`config.mk`:
```
export PLATFORM = sky130hd
export DESIGN_NAME = flag_seq
export DESIGN_NICKNAME = d
export VERILOG_FILES = /design/src/rtl/flag_seq_pkg.sv /design/src/rtl/flag_store.sv /design/src/rtl/flag_seq.sv
export SDC_FILE = /design/constraint.sdc
export NUM_CORES = 1
export LEC_CHECK = 0
export ABC_CLOCK_PERIOD_IN_PS = 2300
export CORE_MARGIN = 3
export CORE_UTILIZATION = 45
export CTS_CLUSTER_SIZE = 25
export DETAILED_ROUTE_END_ITERATION = 8
export GPL_ROUTABILITY_DRIVEN = 0
export GPL_TIMING_DRIVEN = 0
export HOLD_SLACK_MARGIN = 0.02
export PLACE_DENSITY = 0.83
export SYNTH_ARGS = -nofsm -noshare
export SYNTH_HDL_FRONTEND = slang
export SYNTH_SLANG_ARGS = --single-unit
```
`constraint.sdc`:
```
create_clock -name clock -period 2.3 [get_ports clock]
set_input_delay 0.46 -clock clock [delete_from_list [all_inputs] [get_ports clock]]
set_output_delay 0.46 -clock clock [all_outputs]
set_load 0.01 [all_outputs]
```
`src/rtl/flag_seq_pkg.sv`:
```
// rtl/flag_seq_pkg.sv - shared types, constants and decode helpers for flag_seq
// Holds the FSM state enum, flag bit positions, condition codes and op_code class decode.
package flag_seq_pkg;

  typedef enum logic [1:0] {
    IDLE = 2'd0,
    EXEC = 2'd1,
    COND = 2'd2
  } state_t;

  localparam int FLAG_W = 4;
  localparam int FLAG_Z = 0;
  localparam int FLAG_C = 1;
  localparam int FLAG_S = 2;
  localparam int FLAG_O = 3;

  localparam logic [3:0] CC_ALWAYS = 4'b0000;
  localparam logic [3:0] CC_Z      = 4'b0001;
  localparam logic [3:0] CC_NZ     = 4'b0010;
  localparam logic [3:0] CC_C      = 4'b0011;
  localparam logic [3:0] CC_NC     = 4'b0100;
  localparam logic [3:0] CC_S      = 4'b0101;
  localparam logic [3:0] CC_NS     = 4'b0110;
  localparam logic [3:0] CC_O      = 4'b0111;
  localparam logic [3:0] CC_NO     = 4'b1000;
  localparam logic [3:0] CC_SNEO   = 4'b1001;
  localparam logic [3:0] CC_SEQO   = 4'b1010;

  localparam logic [3:0] MASK_ZCSO = 4'b1111;
  localparam logic [3:0] MASK_ZCS  = 4'b0111;
  localparam logic [3:0] MASK_ZS   = 4'b0101;
  localparam logic [3:0] MASK_NONE = 4'b0000;

  function automatic logic [3:0] op_mask(input logic [4:0] op);
    logic [3:0] m;
    case (op) inside
      5'b00000, 5'b00001, 5'b00011,
      5'b00100, 5'b00101, 5'b00110:           m = MASK_ZCSO;
      5'b01000, 5'b01001:                     m = MASK_ZCS;
      5'b10001, 5'b10010, [5'b10100:5'b11110]: m = MASK_ZS;
      default:                                m = MASK_NONE;
    endcase
    return m;
  endfunction

  // Codes 1011..1111 are reserved and always evaluate false.
  function automatic logic cond_eval(input logic [3:0] cc, input logic [3:0] fl);
    logic t;
    case (cc)
      CC_ALWAYS: t = 1'b1;
      CC_Z:      t = fl[FLAG_Z];
      CC_NZ:     t = !fl[FLAG_Z];
      CC_C:      t = fl[FLAG_C];
      CC_NC:     t = !fl[FLAG_C];
      CC_S:      t = fl[FLAG_S];
      CC_NS:     t = !fl[FLAG_S];
      CC_O:      t = fl[FLAG_O];
      CC_NO:     t = !fl[FLAG_O];
      CC_SNEO:   t = fl[FLAG_S] != fl[FLAG_O];
      CC_SEQO:   t = fl[FLAG_S] == fl[FLAG_O];
      default:   t = 1'b0;
    endcase
    return t;
  endfunction

endpackage

```
`src/rtl/flag_store.sv`:
```
// rtl/flag_store.sv - 4-bit flag register with per-bit write enable
// Asynchronous active-high reset clears all flags.
module flag_store
  import flag_seq_pkg::*;
(
  input  logic              clock,
  input  logic              reset,
  input  logic [FLAG_W-1:0] i_we,
  input  logic [FLAG_W-1:0] i_d,
  output logic [FLAG_W-1:0] o_q
);

  logic [FLAG_W-1:0] r_q;

  always_ff @(posedge clock or posedge reset) begin
    if (reset) begin
      r_q <= '0;
    end else begin
      for (int i = 0; i < FLAG_W; i++) begin
        if (i_we[i]) r_q[i] <= i_d[i];
      end
    end
  end

  assign o_q = r_q;

endmodule

```
`src/rtl/flag_seq.sv`:
```
// rtl/flag_seq.sv - ALU flag sequencer: op issue, masked flag commit, condition queries
// Optional ALU timeout is enabled by defining FLAG_SEQ_TIMEOUT_EN.
module flag_seq
  import flag_seq_pkg::*;
(
  input  logic       clock,
  input  logic       reset,
  input  logic       op_valid,
  input  logic [4:0] op_code,
  output logic       op_ready,
  output logic       alu_start,
  input  logic       alu_done,
  input  logic       alu_z,
  input  logic       alu_c,
  input  logic       alu_s,
  input  logic       alu_o,
  output logic [3:0] flags,
  output logic [3:0] flag_we,
  input  logic       cond_req,
  input  logic [3:0] cond_code,
  output logic       cond_valid,
  output logic       cond_taken,
  output logic       busy,
  output logic       err_timeout
);

  state_t     r_state;
  state_t     w_next;
  logic [4:0] r_op_code;
  logic       r_first;
  logic       r_cond_valid;
  logic       r_cond_taken;
  logic       w_op_acc;
  logic       w_cond_acc;
  logic       w_done;
  logic       w_timeout;
  logic [3:0] w_alu_flags;

  assign w_alu_flags = {alu_o, alu_s, alu_c, alu_z};

  always_ff @(posedge clock or posedge reset) begin
    if (reset) begin
      r_state      <= IDLE;
      r_op_code    <= '0;
      r_first      <= 1'b0;
      r_cond_valid <= 1'b0;
      r_cond_taken <= 1'b0;
    end else begin
      r_state      <= w_next;
      r_first      <= w_op_acc;
      r_cond_valid <= w_cond_acc;
      if (w_op_acc)   r_op_code    <= op_code;
      if (w_cond_acc) r_cond_taken <= cond_eval(cond_code, flags);
    end
  end

  // Queries are only taken in IDLE, so they always see fully committed flags.
  always_comb begin
    w_next     = r_state;
    w_op_acc   = 1'b0;
    w_cond_acc = 1'b0;
    w_done     = 1'b0;
    case (r_state)
      IDLE: begin
        if (op_valid) begin
          w_op_acc = 1'b1;
          w_next   = EXEC;
        end else if (cond_req) begin
          w_cond_acc = 1'b1;
          w_next     = COND;
        end
      end
      EXEC: begin
        if (alu_done) begin
          w_done = 1'b1;
          w_next = IDLE;
        end else if (w_timeout) begin
          w_next = IDLE;
        end
      end
      COND:    w_next = IDLE;
      default: w_next = IDLE;
    endcase
  end

`ifdef FLAG_SEQ_TIMEOUT_EN
  logic [3:0] r_tmo_cnt;

  always_ff @(posedge clock or posedge reset) begin
    if (reset) begin
      r_tmo_cnt <= '0;
    end else if (w_op_acc) begin
      r_tmo_cnt <= '0;
    end else if (r_state == EXEC) begin
      r_tmo_cnt <= r_tmo_cnt + 4'd1;
    end
  end

  // Fires in the 16th EXEC cycle unless the ALU finishes in that same cycle.
  assign w_timeout = (r_state == EXEC) && !alu_done && (r_tmo_cnt == 4'hF);
`else
  assign w_timeout = 1'b0;
`endif

  flag_store u_flag_store (
    .clock (clock),
    .reset (reset),
    .i_we  (flag_we),
    .i_d   (w_alu_flags),
    .o_q   (flags)
  );

  assign flag_we     = w_done ? op_mask(r_op_code) : MASK_NONE;
  assign op_ready    = (r_state == IDLE);
  assign alu_start   = (r_state == EXEC) && r_first;
  assign busy        = (r_state != IDLE);
  assign cond_valid  = r_cond_valid;
  assign cond_taken  = r_cond_taken;
  assign err_timeout = w_timeout;

endmodule
```
==> run_results.csv <==
group,metric,value,unit
outcome,status,"complete, no violations",
timing,finalSetupViolCount,0,
synthesis,avgSynthCellArea,10.4,µm²
route,finalWirelength,1.81,mm
synthesis,synth.top_cell.area_share,0.439,
setup_path,timing.rr.end,"u_flag_store.o_q[2]$_DFFE_PP0P_",
synthesis,synth_enable_flop_cells,0,
setup_path,cp-end-kind,"primary output",
synthesis,synthArstFlopShare,1.00,
floorplan,core-area,1590,µm²
route,first_pass_iters,3,
floorplan,die_y,48.1,µm
clock_network,clkTransAtPathRegs,0.08,ns
clock_network,cts-htree-levels,1,
hold_path,hold_start,"r_state[1]$_DFFE_PP0P_",
timing,fin_ws,0.0947,ns
synthesis,ys_ff_latch,14,
cells_and_area,nFillCells,115,
global_route,antenna_found_initial,0,
clock_network,cts_buffers,3,
clock_network,ctsRootBufferMaster,"clkbuf_4",
placed_design,place_area,1130,µm²
power,power_density,824,nW/µm²
cells_and_area,nets,138,
cells_and_area,fin_util,0.754,
setup_path,cp_max_fo,3,
synthesis,yosysSeqAreaShare,0.439,
global_route,grt-ovfl-total,0,
timing,grt_setup_unrepaired,"false",
power,power,0.990,mW
timing,worst-slew-pin-transition,0.538,ns
route,via_per_inst,4.95,
synthesis,ys_types,32,
placed_design,hpwl,1.29,mm
synthesis,yosysWarnings,0,
synthesis,yosysMostFrequentCell,"dfrtp_1",
power,irDropWorstVdd,0.444,mV
floorplan,design.die.area,2320,µm²
synthesis,synthTopCellsByCount,"dfrtp_1, inv_1, mux2_2, nand2_1, nor2_1",
clock_network,clock_path_buffers,2,
timing,clock_skew,0.00120,ns
route,drt_iter0_markers,8,
setup_path,worstReg2RegStart,"r_op_code[3]$_DFFE_PP0P_",
floorplan,rows,14,
global_route,grt_pass1_vias,661,
synthesis,synth_area_leaders,"dfrtp_1, mux2_2, mux2i_1",
route,drcViolationCount,0,
timing,post-route-period-util,0.959,
placed_design,pre_cts_slack,-0.364,ns
setup_path,cp-endpoint,"flag_we[2]",
clock_network,clk_latency,0.28,ns
timing,layout_min_cycle_time,2.21,ns
cells_and_area,syn_to_final_growth,50.5,%
power,p_leak,0.537,nW
cells_and_area,fin_area,1200,µm²
placed_design,io_buffers,30,
timing,tns,0,ns
route,ant_nets,0,
clock_network,clock_sinks,14,
setup_path,cp-startpoint,"r_op_code[3]$_DFFE_PP0P_",
floorplan,chipWidth,48.1,µm
route,via_count,703,
route,post_drt_wl_per_cell,12.7,µm
synthesis,netlist_instances,77,
setup_path,cp_data_arrival_time,1.75,ns
cells_and_area,diodes,0,
global_route,track_usage,0.178,
global_route,grt_max_degree,15,
synthesis,netlist_area,798,µm²
timing,final_max_slew_viol_count,0,
floorplan,ios,32,
job,max_cap_viol_count,0,
hold_path,hp-class,"register to register",
setup_path,crit_path_start_kind,"register",
setup_path,r2r_cells,6,
floorplan,start_util,0.501,
clock_network,cts_tree,"yes",
synthesis,synth_top_area_cell,"dfrtp_1",
synthesis,synth_nets,95,
timing,slew_headroom,0.641,
global_route,grt_pass1_wl,2.77,mm
setup_path,required,1.84,ns
synthesis,synth-main-ff-cell,"dfrtp_1",
timing,fmax,0.453,GHz
setup_path,crit_type,"register to primary output",
cells_and_area,drive_gt1_frac,0.254,
timing,hold_viol_final,0,
setup_path,reg2reg_setup_slack,0.50,ns
## worst min path at each step
stage | endpoint | slack (ns) | depth (start not counted)
floorplan | cond_taken$_DFFE_PP0P_ | 0.35 | 1
global placement | r_state[0]$_DFFE_PP0P_ | 0.48 | 1
detailed placement | r_state[0]$_DFFE_PP0P_ | 0.46 | 1
CTS | r_state[0]$_DFFE_PP0P_ | 0.49 | 1
global route | r_state[0]$_DFFE_PP0P_ | 0.51 | 1
finish | r_state[0]$_DFFE_PP0P_ | 0.49 | 1
## area by class of cell
cell class	instances	area, µm²	share of cell area
inverters	6	22.5	0.0188
clock buffers	3	22.5	0.0188
flip-flops and latches	14	350	0.292
multi-input cells	54	413	0.344
plain buffers	3	20.0	0.0167
well taps	24	30.0	0.0250
repair buffers	38	343	0.285
## cell families (layout without fill, tap and decap cells)
| kind of cell | Yosys count | in the layout | share of synthesized area |
|---|---|---|---|
| multiplexers | 12 | 12 | 0.163 |
| AO/OA/AOI/OAI | 14 | 14 | 0.143 |
| AND/OR/NAND/NOR | 26 | 26 | 0.187 |
| other | 1 | 1 | 0.00470 |
| XOR/XNOR | 1 | 1 | 0.0110 |
| buffers and inverters | 9 | 50 | 0.0533 |
| flip-flops | 14 | 14 | 0.439 |
## sequential cells by signal, summed over array words and instances, names as in the netlist
signal and flops:
r_op_code 5, r_first 1, cond_taken 1, r_state 2
u_flag_store.o_q 4, cond_valid 1
## routing by layer
| metal | wire length [µm] | GRT usage | vias to the layer above | part of all wire |
|---|---|---|---|---|
| met5 | 0 | 0 | - | 0 |
| met4 | 48 | 0.113 | 0 | 0.027 |
| met3 | 108 | 0.0258 | 6 | 0.060 |
| met2 | 871 | 0.301 | 26 | 0.48 |
| met1 | 779 | 0.209 | 322 | 0.43 |
| li1 | - | - | 349 | - |
## timing repair
| item | CTS | global route |
|---|---|---|
| hold endpoints to repair | 0 | 0 |
| setup endpoints to repair | 4 | 2 |
| pin swaps | 3 | 0 |
| resized for setup | 10 | 4 |
| cloned | 0 | 0 |
| hold buffers | 0 | 0 |
| buffers inserted | 7 | 1 |
## worst max-delay path, stage by stage (launching register included)
cell and delay (ns):
dfrtp_1 0.38, and2b_1 0.22, nand3_1 0.11, a31oi_1 0.14, a2111oi_4 0.34, buf_4 0.16
buf_4 0.10
## cell usage in the layout (no fill, tap or decap), types with 2 or more instances in the layout
master,n
mux2_1,2
inv_1,6
dfrtp_1,14
buf_2,2
o21ai_0,3
nor2_1,5
and2b_1,2
buf_4,11
a21oi_1,2
clkdlybuf4s50_1,26
clkbuf_4,3
nand2_1,6
mux2_2,6
nor2b_1,3
mux2i_1,4
clkbuf_2,2
## report_power, final
group	internal (mW)	leakage (nW)	switching [mW]
Combinational	0.276	0.352	0.173
Sequential	0.316	0.171	0.0884
Clock	0.0608	0.0138	0.0762
## per-stage QoR
stage / cells / hold WS [ns]
after CTS: 141 / 0.487
after global routing: 142 / 0.514
after detailed placement: 131 / 0.464
after global placement: 131 / 0.476
after floorplan: 77 / 0.349
final: 142 / 0.489
Power figures use the tool's default switching activity.
